<file path="src/rtl/rv_core_pkg.sv">
// Shared RISC-V core definitions: fetch PC width, RV32I-subset base
// opcodes accepted by the fetch stage, and the fetch control states.
package rv_core_pkg;

   localparam int PC_W = 11;

   localparam logic [6:0] OP_R    = 7'b0110011;
   localparam logic [6:0] OP_I    = 7'b0010011;
   localparam logic [6:0] OP_S    = 7'b0100011;
   localparam logic [6:0] OP_L    = 7'b0000011;
   localparam logic [6:0] OP_B    = 7'b1100011;
   localparam logic [6:0] OP_JAL  = 7'b1101111;
   localparam logic [6:0] OP_JALR = 7'b1100111;

   typedef enum logic {
      FS_RUN  = 1'b0,
      FS_HALT = 1'b1
   } fetch_state_e;

   // True when the opcode belongs to the subset the core executes.
   function automatic logic is_legal_opcode(input logic [6:0] opcode);
      logic legal;
      case (opcode)
         OP_R, OP_I, OP_S, OP_L, OP_B, OP_JAL, OP_JALR: legal = 1'b1;
         default:                                       legal = 1'b0;
      endcase
      return legal;
   endfunction

endpackage

</file>
<file path="src/rtl/fetch_fifo.sv">
// Small synchronous FIFO of {pc, instr} fetch results. The head entry is
// read combinationally; flush empties the FIFO and beats push and pop.
module fetch_fifo
   import rv_core_pkg::*;
#(
   parameter int DEPTH = 2,
   localparam int AW = (DEPTH > 1) ? $clog2(DEPTH) : 1,
   localparam int CW = $clog2(DEPTH + 1)
) (
   input  logic            CLOCK_50,
   input  logic            rst,
   input  logic            flush,
   input  logic            push,
   input  logic [PC_W-1:0] push_pc,
   input  logic [31:0]     push_instr,
   input  logic            pop,
   output logic [PC_W-1:0] head_pc,
   output logic [31:0]     head_instr,
   output logic [CW-1:0]   count
);

   logic [PC_W-1:0] mem_pc    [DEPTH];
   logic [31:0]     mem_instr [DEPTH];
   logic [AW-1:0]   wr_ptr;
   logic [AW-1:0]   rd_ptr;
   logic            do_push;
   logic            do_pop;

   // Never pop an empty FIFO; a push into a full FIFO is only legal alongside a pop.
   always_comb begin
      do_pop  = pop && (count != '0);
      do_push = push && ((count != CW'(DEPTH)) || do_pop);
   end

   // Pointers and occupancy; flush wins over everything else.
   always_ff @(posedge CLOCK_50) begin
      if (rst || flush) begin
         wr_ptr <= '0;
         rd_ptr <= '0;
         count  <= '0;
      end else begin
         if (do_push) wr_ptr <= wr_ptr + AW'(1);
         if (do_pop)  rd_ptr <= rd_ptr + AW'(1);
         case ({do_push, do_pop})
            2'b10:   count <= count + CW'(1);
            2'b01:   count <= count - CW'(1);
            default: count <= count;
         endcase
      end
   end

   // Entry storage, cleared on reset so the head reads zero until filled.
   always_ff @(posedge CLOCK_50) begin
      if (rst) begin
         for (int i = 0; i < DEPTH; i++) begin
            mem_pc[i]    <= '0;
            mem_instr[i] <= '0;
         end
      end else if (do_push && !flush) begin
         mem_pc[wr_ptr]    <= push_pc;
         mem_instr[wr_ptr] <= push_instr;
      end
   end

   // Head entry is visible the cycle after it is written.
   always_comb begin
      head_pc    = mem_pc[rd_ptr];
      head_instr = mem_instr[rd_ptr];
   end

endmodule

</file>
<file path="src/rtl/instr_fetch_unit.sv">
// Fetch stage: owns the fetch PC, drives the synchronous instruction ROM,
// tracks in-flight reads, buffers results and hands them to the core.
//
// state   | meaning
// --------+-----------------------------------------------------------
// FS_RUN  | fetching normally, redirects accepted
// FS_HALT | illegal opcode reached the head; everything frozen until rst
module instr_fetch_unit
   import rv_core_pkg::*;
#(
   parameter int              ROM_AW   = 8,
   parameter int              ROM_LAT  = 1,
   parameter int              DEPTH    = 2,
   parameter logic [PC_W-1:0] RESET_PC = '0
) (
   input  logic              CLOCK_50,
   input  logic              rst,
   output logic [ROM_AW-1:0] rom_addr,
   input  logic [31:0]       rom_q,
   output logic [31:0]       instr,
   output logic [PC_W-1:0]   instr_pc,
   output logic              instr_valid,
   input  logic              instr_ready,
   input  logic              redirect,
   input  logic [PC_W-1:0]   redirect_pc,
   output logic              halted
);

   localparam int CW = $clog2(DEPTH + 1);
   localparam int SW = $clog2(DEPTH + ROM_LAT + 2) + 1;
   localparam int TL = ROM_LAT - 1;

   fetch_state_e    state_q;
   fetch_state_e    state_d;

   logic [PC_W-1:0] fetch_pc;
   logic            epoch_q;

   logic            pipe_v  [ROM_LAT];
   logic [PC_W-1:0] pipe_pc [ROM_LAT];
   logic            pipe_ep [ROM_LAT];

   logic [CW-1:0]   fifo_count;
   logic [PC_W-1:0] head_pc;
   logic [31:0]     head_instr;
   logic [PC_W-1:0] pc_hold;
   logic [31:0]     instr_hold;

   logic            fifo_has;
   logic            pop;
   logic            push;
   logic            issue;
   logic            redirect_take;
   logic [SW-1:0]   inflight;
   logic [SW-1:0]   occupancy;
   logic            unused_rpc_bits;

   assign unused_rpc_bits = ^redirect_pc[1:0];

   assign rom_addr = fetch_pc[ROM_AW+1:2];

   // Credit check counts buffered plus in-flight words, including stale ones
   // still draining after a redirect, so the FIFO can never overflow.
   always_comb begin
      inflight = '0;
      for (int i = 0; i < ROM_LAT; i++) begin
         inflight = inflight + SW'(pipe_v[i]);
      end
      occupancy     = SW'(fifo_count) + inflight;
      fifo_has      = (fifo_count != '0);
      instr_valid   = fifo_has && !halted;
      pop           = instr_valid && instr_ready;
      redirect_take = redirect && !halted;
      issue         = (occupancy < (SW'(DEPTH) + SW'(pop))) && !halted && !redirect;
      push          = pipe_v[TL] && (pipe_ep[TL] == epoch_q) && !halted;
   end

   // Fetch PC and epoch: a redirect restarts fetch at the word-aligned target.
   always_ff @(posedge CLOCK_50) begin
      if (rst) begin
         fetch_pc <= RESET_PC;
         epoch_q  <= 1'b0;
      end else if (redirect_take) begin
         fetch_pc <= {redirect_pc[PC_W-1:2], 2'b00};
         epoch_q  <= ~epoch_q;
      end else if (issue) begin
         fetch_pc <= fetch_pc + PC_W'(4);
      end
   end

   // In-flight shift register aligned with the ROM read latency.
   always_ff @(posedge CLOCK_50) begin
      if (rst) begin
         for (int i = 0; i < ROM_LAT; i++) begin
            pipe_v[i]  <= 1'b0;
            pipe_pc[i] <= '0;
            pipe_ep[i] <= 1'b0;
         end
      end else begin
         pipe_v[0]  <= issue;
         pipe_pc[0] <= fetch_pc;
         pipe_ep[0] <= epoch_q;
         for (int i = 1; i < ROM_LAT; i++) begin
            pipe_v[i]  <= pipe_v[i-1];
            pipe_pc[i] <= pipe_pc[i-1];
            pipe_ep[i] <= pipe_ep[i-1];
         end
      end
   end

   fetch_fifo #(
      .DEPTH (DEPTH)
   ) u_fifo (
      .CLOCK_50   (CLOCK_50),
      .rst        (rst),
      .flush      (redirect_take),
      .push       (push),
      .push_pc    (pipe_pc[TL]),
      .push_instr (rom_q),
      .pop        (pop),
      .head_pc    (head_pc),
      .head_instr (head_instr),
      .count      (fifo_count)
   );

   // Remember the last presented head so the outputs hold while the FIFO is empty.
   always_ff @(posedge CLOCK_50) begin
      if (rst) begin
         pc_hold    <= '0;
         instr_hold <= '0;
      end else if (fifo_has) begin
         pc_hold    <= head_pc;
         instr_hold <= head_instr;
      end
   end

   // Head presentation: live FIFO head when occupied, otherwise the held copy.
   always_comb begin
      instr    = fifo_has ? head_instr : instr_hold;
      instr_pc = fifo_has ? head_pc    : pc_hold;
   end

   // Halt state register.
   always_ff @(posedge CLOCK_50) begin
      if (rst) state_q <= FS_RUN;
      else     state_q <= state_d;
   end

   // Halt once an illegal opcode sits at the head; only reset leaves FS_HALT.
   always_comb begin
      state_d = state_q;
      halted  = 1'b0;
      case (state_q)
         FS_RUN: begin
            if (fifo_has && !is_legal_opcode(head_instr[6:0])) state_d = FS_HALT;
         end
         FS_HALT: begin
            halted = 1'b1;
         end
         default: state_d = FS_RUN;
      endcase
   end

endmodule

</file>
<file path="config.mk">
export PLATFORM = sky130hd
export DESIGN_NAME = instr_fetch_unit
export DESIGN_NICKNAME = d
export VERILOG_FILES = /design/src/rtl/rv_core_pkg.sv /design/src/rtl/fetch_fifo.sv /design/src/rtl/instr_fetch_unit.sv
export SDC_FILE = /design/constraint.sdc
export NUM_CORES = 1
export LEC_CHECK = 0
export BUFFER_PORTS_ARGS = -buffer_cell sky130_fd_sc_hd__buf_2
export CORE_UTILIZATION = 29
export CTS_BUF_LIST = sky130_fd_sc_hd__clkbuf_4 sky130_fd_sc_hd__clkbuf_8 sky130_fd_sc_hd__clkbuf_16
export CTS_CLUSTER_SIZE = 10
export DETAILED_ROUTE_END_ITERATION = 16
export GPL_TIMING_DRIVEN = 0
export PLACE_DENSITY = 0.49
export SKIP_LAST_GASP = 1
export SLEW_MARGIN = 30
export SYNTH_ARGS = -nofsm -noshare
export SYNTH_HDL_FRONTEND = slang
export SYNTH_SLANG_ARGS = --single-unit
</file>
<file path="constraint.sdc">
create_clock -name CLOCK_50 -period 5.44 [get_ports CLOCK_50]
set_input_delay 0.544 -clock CLOCK_50 [delete_from_list [all_inputs] [get_ports CLOCK_50]]
set_output_delay 0.544 -clock CLOCK_50 [all_outputs]
set_load 0.01 [all_outputs]
</file>
==> results.py, run 1 <==
metrics = {
    "sta": {
        "worstMarginPinSlew_ns": 0.655,
        "slew_headroom_pct": 56.3,
        "drv_slew": 0,
        "hold_slack_ns": 0.396,
        "finalClockSkew_ns": 0.0127,
        "fin_crit_sh_pct": 54.4,
        "period_needed_ns": 2.96,
        "fin_tns_setup_ns": 0,
        "finalHoldViolations": 0,
        "rsz0062_at_grt": "false",
        "fmax_ghz": 0.338,
        "worst_slack_ns": 2.48,
        "setup_viol": 0,
    },
    "cts": {
        "ctsResizeCount": 0,
        "cts_buffers": 17,
        "cts-root-buf": "clkbuf_16",
        "post-cts-setup-buffer-count": 0,
        "path_clk_slew_ns": 0.06,
        "cts_tree": "built",
        "clock_latency_ns": 0.43,
        "cts_num_sinks": 152,
        "cts_buffer_depth": 2,
        "htreeDepth": 4,
        "cts_hold_buf": 0,
    },
    "synthesis": {
        "yosysUniqueCellTypes": 44,
        "synth-edff-count": 82,
        "syn_avg_cell_area_sq_um": 11.5,
        "yosys.area.top_type_share_pct": 38.7,
        "syn-num-nets": 604,
        "syn_inst": 553,
        "yosys_warnings": 0,
        "synth-main-ff-cell": "edfxtp_1",
        "synth_most_common_cell": "and2_1",
        "yosysSeqAreaShare_pct": 60.8,
        "yosys-top-cells-area": "edfxtp_1, dfxtp_1, and2_1, mux2i_1, o21ai_0",
        "yosysTopAreaCell": "edfxtp_1",
        "synthArstFlopShare_pct": 0,
        "netlist_top_cells_count": "and2_1, edfxtp_1, dfxtp_1",
        "synth_seq_cells": 152,
        "synth_area_sq_um": 6360,
    },
    "global_routing": {
        "grt_pass1_vias": 4207,
        "grt_max_degree": 42,
        "grt-ovfl-total": 0,
        "antenna_found_initial": 0,
        "grt_usage_pct": 14.2,
        "grt_pass1_wl_mm": 23.1,
    },
    "drt": {
        "wire_per_inst_microns": 15.9,
        "drtIter0Drc": 224,
        "drc": 0,
        "post_drt_via_cell_ratio": 4.51,
        "num_vias": 4315,
        "wl_mm": 15.3,
        "ant_nets": 0,
        "dr.pass1.iters": 5,
    },
    "critical_path": {
        "cpPeakStageDelay_ns": 0.53,
        "critical_path_class": "flop to output pin",
        "cp_data_required_time_ns": 4.90,
        "startpoint_type": "flop",
        "worstPathArrival_ns": 2.42,
        "cp-end-kind": "output pin",
        "critPathMostFrequentCell": "buf_2",
        "crit_chain": "buf_2 -> nor2_1 -> clkbuf_1 -> o21ai_0 -> buf_2",
        "cp_max_fo": 10,
        "critPathSlowestCell": "clkbuf_1",
    },
    "die": {
        "ioPinCount": 100,
        "fp.dieH_microns": 150,
        "die-area_sq_um": 22500,
        "coreArea_sq_um": 21300,
        "rows": 53,
        "start_util_pct": 29.9,
        "die_x_microns": 150,
    },
    "run_status": {
        "outcome": "finished clean",
    },
    "placed_design": {
        "dpl_cell_area_sq_um": 7190,
        "port_buffers": 96,
        "dpl.hpwl_mm": 10.3,
        "dp_slack_ns": 2.61,
        "gp_congestion": 0.814,
    },
    "finish": {
        "drive_above_1_share_pct": 24.1,
        "area_delta_synth_final_pct": 22.4,
        "fin_nets": 719,
        "final_area_sq_um": 7780,
    },
    "hold_path": {
        "hold_path.class": "input pin to flop",
    },
    "pwr": {
        "powerDensity_nw_per_um2": 346,
        "ir_drop_uv": 162,
        "power.total_mw": 2.69,
        "p_leak_nw": 3.09,
    },
    "run": {
        "drv_cap": 0,
    },
}
[per-stage QoR]
stage                     std cells  utilization, %
after floorplan                 553               -
after global placement          924            33.8
after detailed placement        924            33.8
after CTS                       956            36.6
after global routing            956            36.6
final                           957            36.6
[power by group]
part           switching [mW]  internal [mW]  leakage (nW)
combinational           0.146         0.0956          1.37
clock                   0.480          0.680         0.300
sequential             0.0264           1.26          1.42
[cell type report]
cell class | count | area, sq um
Fill cell | 2102 | 13500
Sequential cell | 152 | 3860
Multi-Input combinational cell | 353 | 2260
Clock buffer | 21 | 514
Timing Repair Buffer | 96 | 480
Tap cell | 275 | 344
Buffer | 42 | 215
Clock inverter | 11 | 77.6
Inverter | 6 | 22.5
Antenna cell | 1 | 2.50
[critical path, delay by kind of cell, from the launching register on]
kind | cells | cell delay, ns
flip-flops | 1 | 0.31
buffers and inverters | 3 | 0.90
AO/OA/AOI/OAI | 1 | 0.31
AND/OR/NAND/NOR | 1 | 0.47
[per-layer routing]
metal | up-vias | GRT usage (%) | wire [microns]
met4 | 0 | 5.40 | 213
met2 | 129 | 22.8 | 7020
met1 | 2031 | 18.1 | 7090
met5 | - | 0 | 0
met3 | 18 | 3.97 | 924
li1 | 2137 | - | -
[cell usage in the layout (no fill, tap or decap), drive strengths merged, types with 2 or more instances in the layout]
cell type / instances
o31ai: 3
clkinv: 6
inv: 11
xnor2: 5
nor2: 16
a31oi: 5
or4: 3
clkbuf: 46
buf: 113
ha: 4
mux2i: 43
nor3: 6
or3: 2
and2: 127
and3: 2
o2bb2ai: 2
dfxtp: 70
nand2: 41
nand3: 5
nor4: 3
or2: 4
a21oi: 7
nand4b: 2
o21ai: 49
nand4: 2
nor2b: 10
edfxtp: 82
[path summary, 6_finish.rpt]
path | from | end | slack [ns] | cells after the start
max | u_fifo.count[0] | instr_pc[9] | 2.48 | 5
min reg2reg | pc_hold[0] | pc_hold[0] | 0.48 | 1
max reg2reg | state_q | u_fifo.mem_instr[1][30] | 2.96 | 4
min | redirect_pc[7] | fetch_pc[7] | 0.40 | 3
[registers in the layout (all words and copies together), names as in the netlist, named ones only]
name and flops:
u_fifo.mem_instr 64, instr_hold 32, u_fifo.mem_pc 18, pc_hold 11, fetch_pc 9, pipe_pc 9, u_fifo.count 2, epoch_q 1
pipe_ep 1, pipe_v 1, state_q 1, u_fifo.rd_ptr 1, u_fifo.wr_ptr 1
[kinds of logic (layout without fill, tap and decap cells)]
| kind of cell | count (synthesis) | in the layout | share of synthesized area [%] |
|---|---|---|---|
| buffers and inverters | 48 | 176 | 3.74 |
| xor gates and xnor gates | 6 | 6 | 0.826 |
| adders and majority gates | 4 | 4 | 0.787 |
| and+or+nand+nor | 227 | 227 | 20.4 |
| other | 0 | 1 | 0 |
| DFF | 152 | 152 | 60.8 |
| AOI/OAI and AO/OA | 73 | 73 | 6.71 |
| muxes | 43 | 43 | 6.77 |
No activity file was read; power rests on OpenSTA's default activity.
==> run 2, diff against run 1 <==
==> constraint.sdc (replaced) <==
create_clock -name CLOCK_50 -period 2.77 [get_ports CLOCK_50]
set_input_delay 0.277 -clock CLOCK_50 [delete_from_list [all_inputs] [get_ports CLOCK_50]]
set_output_delay 0.277 -clock CLOCK_50 [all_outputs]
set_load 0.01 [all_outputs]
==> run 2 against run 1 <==
Die area unchanged. Sequential cell count is the same. Via count grew 0.16%. Count of clock-buffer cells in the layout is the same. Clock skew barely moved. Highest routed layer unchanged.
==> results.py, run 2 (synthesized netlist as in run 1, its figures left out) <==
metrics = {
    "drt": {
        "drc": 0,
        "drtIter0Drc": 210,
        "post_drt_via_cell_ratio": 4.52,
        "num_vias": 4322,
        "wire_per_inst_microns": 15.9,
        "dr.pass1.iters": 4,
        "wl_mm": 15.2,
        "ant_nets": 0,
    },
    "sta": {
        "slew_headroom_pct": 56.6,
        "period_needed_ns": 2.48,
        "finalHoldViolations": 0,
        "finalClockSkew_ns": 0.0128,
        "fmax_ghz": 0.404,
        "setup_viol": 0,
        "worstMarginPinSlew_ns": 0.651,
        "drv_slew": 0,
        "rsz0062_at_grt": "false",
        "fin_crit_sh_pct": 89.4,
    },
    "critical_path": {
        "worstPathArrival_ns": 2.54,
        "ff2ff_path_depth": 4,
        "cp-end-kind": "flop",
        "r2r_start": "state_q",
        "r2r_setup_slack_ns": 0.29,
        "cp_max_fo": 41,
        "crit_chain": "nand2b_1 -> nand2_1 -> nor3_2 -> or2_4",
        "cp_top_family": "simple AND/OR/NAND/NOR gates",
        "rr_endpoint": "u_fifo.mem_instr[1][19]",
        "cp_num_buf_inv": 0,
        "cpPeakStageDelay_ns": 0.64,
        "cp_data_required_time_ns": 2.83,
        "critical_path_class": "flop to flop",
        "startpoint_type": "flop",
        "critPathSlowestCell": "or2_4",
    },
    "die": {
        "ioPinCount": 100,
        "start_util_pct": 29.9,
        "die-area_sq_um": 22500,
        "die_x_microns": 150,
        "fp.dieH_microns": 150,
        "rows": 53,
        "coreArea_sq_um": 21300,
    },
    "global_routing": {
        "grt_pass1_wl_mm": 23.1,
        "grt_max_degree": 42,
        "antenna_found_initial": 0,
        "grt-ovfl-total": 0,
        "grt_usage_pct": 14.2,
        "grt_pass1_vias": 4208,
    },
    "run_status": {
        "outcome": "finished clean",
    },
    "finish": {
        "area_delta_synth_final_pct": 22.5,
        "regMostFlops": "u_fifo.mem_instr",
        "fin_nets": 719,
        "final_area_sq_um": 7790,
        "drive_above_1_share_pct": 24.7,
        "utilization_pct": 36.6,
        "top_regs": "u_fifo.mem_instr x64, instr_hold x32, u_fifo.mem_pc x18",
        "final_common_cell": "and2_1",
        "largest_register_ffs": 64,
        "layout_common_cells": "and2_1, buf_2, edfxtp_1",
    },
    "hold_path": {
        "hold_path.class": "input pin to flop",
        "hold_path_startpoint": "redirect_pc[7]",
        "hold_end": "fetch_pc[7]",
        "hold_depth": 3,
    },
    "placed_design": {
        "dpl_cell_area_sq_um": 7190,
        "dpl.hpwl_mm": 10.3,
        "gp_congestion": 0.814,
        "port_buffers": 96,
    },
    "cts": {
        "cts-root-buf": "clkbuf_16",
        "clock_latency_ns": 0.43,
        "cts_tree": "built",
        "cts_buffer_depth": 2,
        "path_clk_slew_ns": 0.06,
        "cts_buffers": 17,
        "cts_num_sinks": 152,
        "htreeDepth": 4,
        "post-cts-setup-buffer-count": 0,
    },
    "pwr": {
        "powerDensity_nw_per_um2": 680,
        "ir_drop_uv": 320,
        "p_leak_nw": 3.10,
    },
    "run": {
        "drv_cap": 0,
    },
}
## run 2: cell types whose count changed in the layout (fill, tap and decap cells not counted)
cell	previous run	this run
clkbuf_1	17	14
nor2_2	0	1
clkbuf_2	8	11
nor2_1	16	15
## run 2: repair_timing
item                                    CTS  global route
endpoints found under the setup margin    1            24
resized for setup                         1             5
hold buffers                              0             0
## run 2: area by class of cell
type | instances | area [sq um]
Inverter | 6 | 22.5
Sequential cell | 152 | 3860
Clock inverter | 11 | 77.6
Buffer | 42 | 219
Fill cell | 2107 | 13500
Clock buffer | 21 | 514
Antenna cell | 1 | 2.50
Tap cell | 275 | 344
Multi-Input combinational cell | 353 | 2270
Timing Repair Buffer | 96 | 480
## run 2: per-layer routing
layer / vias to the layer above / part of all wire, % / track usage (%)
met3: 18 / 5.5 / 3.97
met1: 2050 / 46 / 18.1
met4: 0 / 1.3 / 5.40
li1: 2135 / - / -
met2: 119 / 47 / 22.8
met5: - / 0 / 0
## run 2: power by group
group          internal, mW  leakage (nW)  switching, mW
Combinational         0.189          1.38          0.288
Clock                  1.34         0.300          0.951
Sequential             2.48          1.42         0.0521
Total                  4.01          3.10           1.29
## run 2: worst max-delay path by stage
stage | start | slack [ns] | endpoint | cells after the start
finish | state_q | 0.29 | u_fifo.mem_instr[1][19] | 4
global route | u_fifo.count[0] | 0.11 | instr[7] | 6
CTS | u_fifo.count[0] | 0.02 | instr_pc[10] | 6
detailed placement | rst | 0.21 | u_fifo.mem_instr[1][24] | 5
global placement | state_q | -0.07 | u_fifo.mem_instr[1][24] | 4
floorplan | state_q | 0.73 | u_fifo.mem_instr[0][0] | 4
## run 2: tightest hold or removal path, stage by stage
cell     delay [ns]
buf_2          0.09
a32oi_1        0.08
nand3_1        0.07
## run 2: stage by stage
| step | hold WS [ns] | power, mW | TNS [ns] | std cells | worst slack [ns] |
|---|---|---|---|---|---|
| 6_report | 0.120 | 5.30 | 0 | 957 | 0.293 |
| 5_1_grt | 0.107 | 5.51 | 0 | 956 | 0.113 |
| 4_1_cts | 0.0879 | 5.36 | 0 | 956 | 0.0209 |
| 3_5_place_dp | 0.460 | 3.07 | 0 | 924 | 0.207 |
| 3_3_place_gp | 0.459 | 3.05 | -5.17 | 924 | -0.0740 |
| 2_1_floorplan | 0.439 | 2.86 | 0 | 553 | 0.725 |
==> run 3, diff against run 2 <==
--- a/config.mk
+++ b/config.mk
@@ -5,6 +5,7 @@
 export SDC_FILE = /design/constraint.sdc
 export NUM_CORES = 1
 export LEC_CHECK = 0
+export ABC_AREA = 1
 export BUFFER_PORTS_ARGS = -buffer_cell sky130_fd_sc_hd__buf_2
 export CORE_UTILIZATION = 29
 export CTS_BUF_LIST = sky130_fd_sc_hd__clkbuf_4 sky130_fd_sc_hd__clkbuf_8 sky130_fd_sc_hd__clkbuf_16
==> run 3 against run 2 <==
Cell area hardly changed. Synthesized cell count is 30% higher. Synthesized area is 0.43% higher. Worst hold slack worse by 0.058 ns. Final cell count is 17% higher. Sequential share of layout area hardly changed. Clock power is 7% lower. Critical path depth is 3 higher. Routed wire length is 6.8% higher. Combinational power is 42% higher. Critical path type is now flop to output pin. Highest routed layer unchanged.
==> results.py, run 3 <==
metrics = {
    "drt": {
        "ant_nets": 0,
        "post_drt_via_cell_ratio": 4.31,
        "num_vias": 4835,
        "wl_mm": 16.3,
        "drtIter0Drc": 274,
        "dr.pass1.iters": 5,
        "wire_per_inst_microns": 14.5,
        "drc": 0,
    },
    "finish": {
        "nFillCells": 2196,
        "antenna_cells": 0,
        "final_area_sq_um": 7790,
        "drive_above_1_share_pct": 20.5,
        "final_common_cell": "nor2_1",
        "fin_nets": 886,
        "layout_common_cells": "nor2_1, nand2_1, buf_2",
        "largest_register_ffs": 64,
        "top_regs": "u_fifo.mem_instr x64, instr_hold x32, u_fifo.mem_pc x18",
        "area_delta_synth_final_pct": 22.0,
        "regMostFlops": "u_fifo.mem_instr",
    },
    "hold_path": {
        "hold_path.class": "input pin to flop",
        "hold_depth": 2,
        "hold_path_startpoint": "rst",
        "hold_end": "pc_hold[0]",
    },
    "global_routing": {
        "grt_pass1_vias": 4741,
        "grt_max_degree": 42,
        "grt_pass1_wl_mm": 25.3,
        "grt-ovfl-total": 0,
        "antenna_found_initial": 0,
        "grt_usage_pct": 15.3,
    },
    "sta": {
        "worstMarginPinSlew_ns": 0.779,
        "drv_slew": 0,
        "rsz0062_at_grt": "false",
        "finalClockSkew_ns": 0.00642,
        "fin_crit_sh_pct": 91.7,
        "setup_viol": 0,
        "finalHoldViolations": 0,
        "fmax_ghz": 0.394,
        "worst_slack_ns": 0.231,
        "period_needed_ns": 2.54,
        "fin_tns_setup_ns": 0,
        "slew_headroom_pct": 48.1,
    },
    "cts": {
        "htreeDepth": 4,
        "cts_tree": "built",
        "cts_num_sinks": 152,
        "cts-root-buf": "clkbuf_16",
        "clock_latency_ns": 0.42,
        "cts_buffers": 17,
        "ctsResizeCount": 0,
        "path_clk_slew_ns": 0.06,
        "cts_buffer_depth": 2,
        "cts_hold_buf": 0,
        "post-cts-setup-buffer-count": 0,
    },
    "synthesis": {
        "syn_inst": 718,
        "synth_most_common_cell": "nor2_1",
        "synth_top_family_by_area": "simple AND/OR/NAND/NOR gates",
        "yosysTopAreaCell": "edfxtp_1",
        "syn-num-nets": 769,
        "synthMuxAreaShare_pct": 0,
        "synth_area_sq_um": 6390,
        "synth-adder-area-share_pct": 0.784,
        "synth-main-ff-cell": "edfxtp_1",
        "netlist_top_cells_count": "nor2_1, nand2_1, edfxtp_1",
        "yosys_warnings": 0,
        "synthArstFlopShare_pct": 0,
        "synth_compound_area_share_pct": 7.13,
        "yosysSeqAreaShare_pct": 60.5,
        "synth_seq_cells": 152,
        "yosysUniqueCellTypes": 24,
        "yosys.area_share.xor_xnor_pct": 0.137,
        "yosys.area.top_type_share_pct": 38.6,
        "synth-edff-count": 82,
        "yosys.area_share.simple_pct": 23.5,
        "yosys-top-cells-area": "edfxtp_1, dfxtp_1, nor2_1, nand2_1, a21oi_1",
        "syn_avg_cell_area_sq_um": 8.90,
    },
    "pwr": {
        "powerDensity_nw_per_um2": 690,
        "p_leak_nw": 3.58,
        "power.total_mw": 5.37,
        "ir_drop_uv": 374,
    },
    "critical_path": {
        "cp_top_family": "buffers and inverters",
        "cpPeakStageDelay_ns": 0.51,
        "critPathSlowestCell": "clkbuf_1",
        "r2r_start": "u_fifo.count[0]",
        "r2r_setup_slack_ns": 0.47,
        "critical_path_class": "flop to output pin",
        "worstPathArrival_ns": 2.26,
        "cp_data_required_time_ns": 2.49,
        "cp-end-kind": "output pin",
        "cp_num_buf_inv": 4,
        "cp_max_fo": 10,
        "crit_cells": 7,
        "crit_chain": "inv_2 -> nand2_1 -> clkbuf_1 -> nand3_1 -> o21ai_0 -> inv_1 -> buf_2",
        "startpoint_type": "flop",
        "ff2ff_path_depth": 9,
        "rr_endpoint": "u_fifo.mem_instr[1][9]",
    },
    "die": {
        "rows": 53,
        "die-area_sq_um": 22600,
        "coreArea_sq_um": 21300,
        "die_x_microns": 150,
        "fp.dieH_microns": 150,
        "ioPinCount": 100,
        "start_util_pct": 30.0,
    },
    "placed_design": {
        "dp_slack_ns": 0.142,
        "dpl_cell_area_sq_um": 7250,
        "port_buffers": 97,
        "dpl.hpwl_mm": 11.1,
        "gp_congestion": 0.775,
    },
    "run": {
        "drv_cap": 0,
    },
    "run_status": {
        "outcome": "finished clean",
    },
}
## run 3: cells by family (layout without fill, tap and decap cells)
kind of cell,after synthesis,after routing
AO/OA/AOI/OAI,90,90
XOR/XNOR,1,1
buffers and inverters,120,250
flip-flops,152,152
AND/OR/NAND/NOR,351,351
adder cells (fa/ha/maj),4,4
## run 3: per-stage QoR
stage                     utilization, %  cells  hold slack, ns
final                               36.6   1123          0.0617
after global routing                36.6   1123          0.0528
after CTS                           36.6   1123          0.0457
after detailed placement            34.1   1091           0.435
after global placement              33.9   1090           0.434
after floorplan                        -    718           0.354
## run 3: worst register-to-register path: cells and delay by family (launching register included)
kind	cells	cell delay, ns
and+or+nand+nor	8	1.22
DFF	1	0.45
buffers and inverters	1	0.25
## run 3: worst max-delay path by stage
stage	start	endpoint	slack, ns
detailed placement	rst	u_fifo.mem_instr[1][7]	0.14
floorplan	u_fifo.count[0]	u_fifo.mem_instr[0][0]	0.27
global placement	rst	u_fifo.mem_instr[0][4]	-1.00
finish	u_fifo.count[0]	instr[0]	0.23
global route	u_fifo.count[0]	instr[5]	0.04
CTS	u_fifo.count[0]	instr[27]	0.18
## run 3: cell type report
class	instances	area, sq um	share of cell area (%)
clock inverter	11	83.8	1.08
buffer	43	218	2.79
tap	275	344	4.42
sequential	152	3860	49.6
inverter	77	289	3.71
timing repair buffer	98	505	6.49
multi-input combinational	446	2030	26.1
clock buffer	21	455	5.84
## run 3: power by group
group          switching, mW  internal [mW]  leakage [nW]
Sequential            0.0535           2.51          1.42
Clock                  0.881           1.25         0.256
Combinational          0.429          0.250          1.90
## run 3: metal layers
layer	vias up	global-route usage [%]	routed length (microns)	share of wire, %
li1	2517	-	-	-
met1	2193	19.4	7520	46
met2	111	25.1	7660	47
met3	14	4.33	868	5.3
met4	0	4.70	218	1.3
met5	-	0	0	0
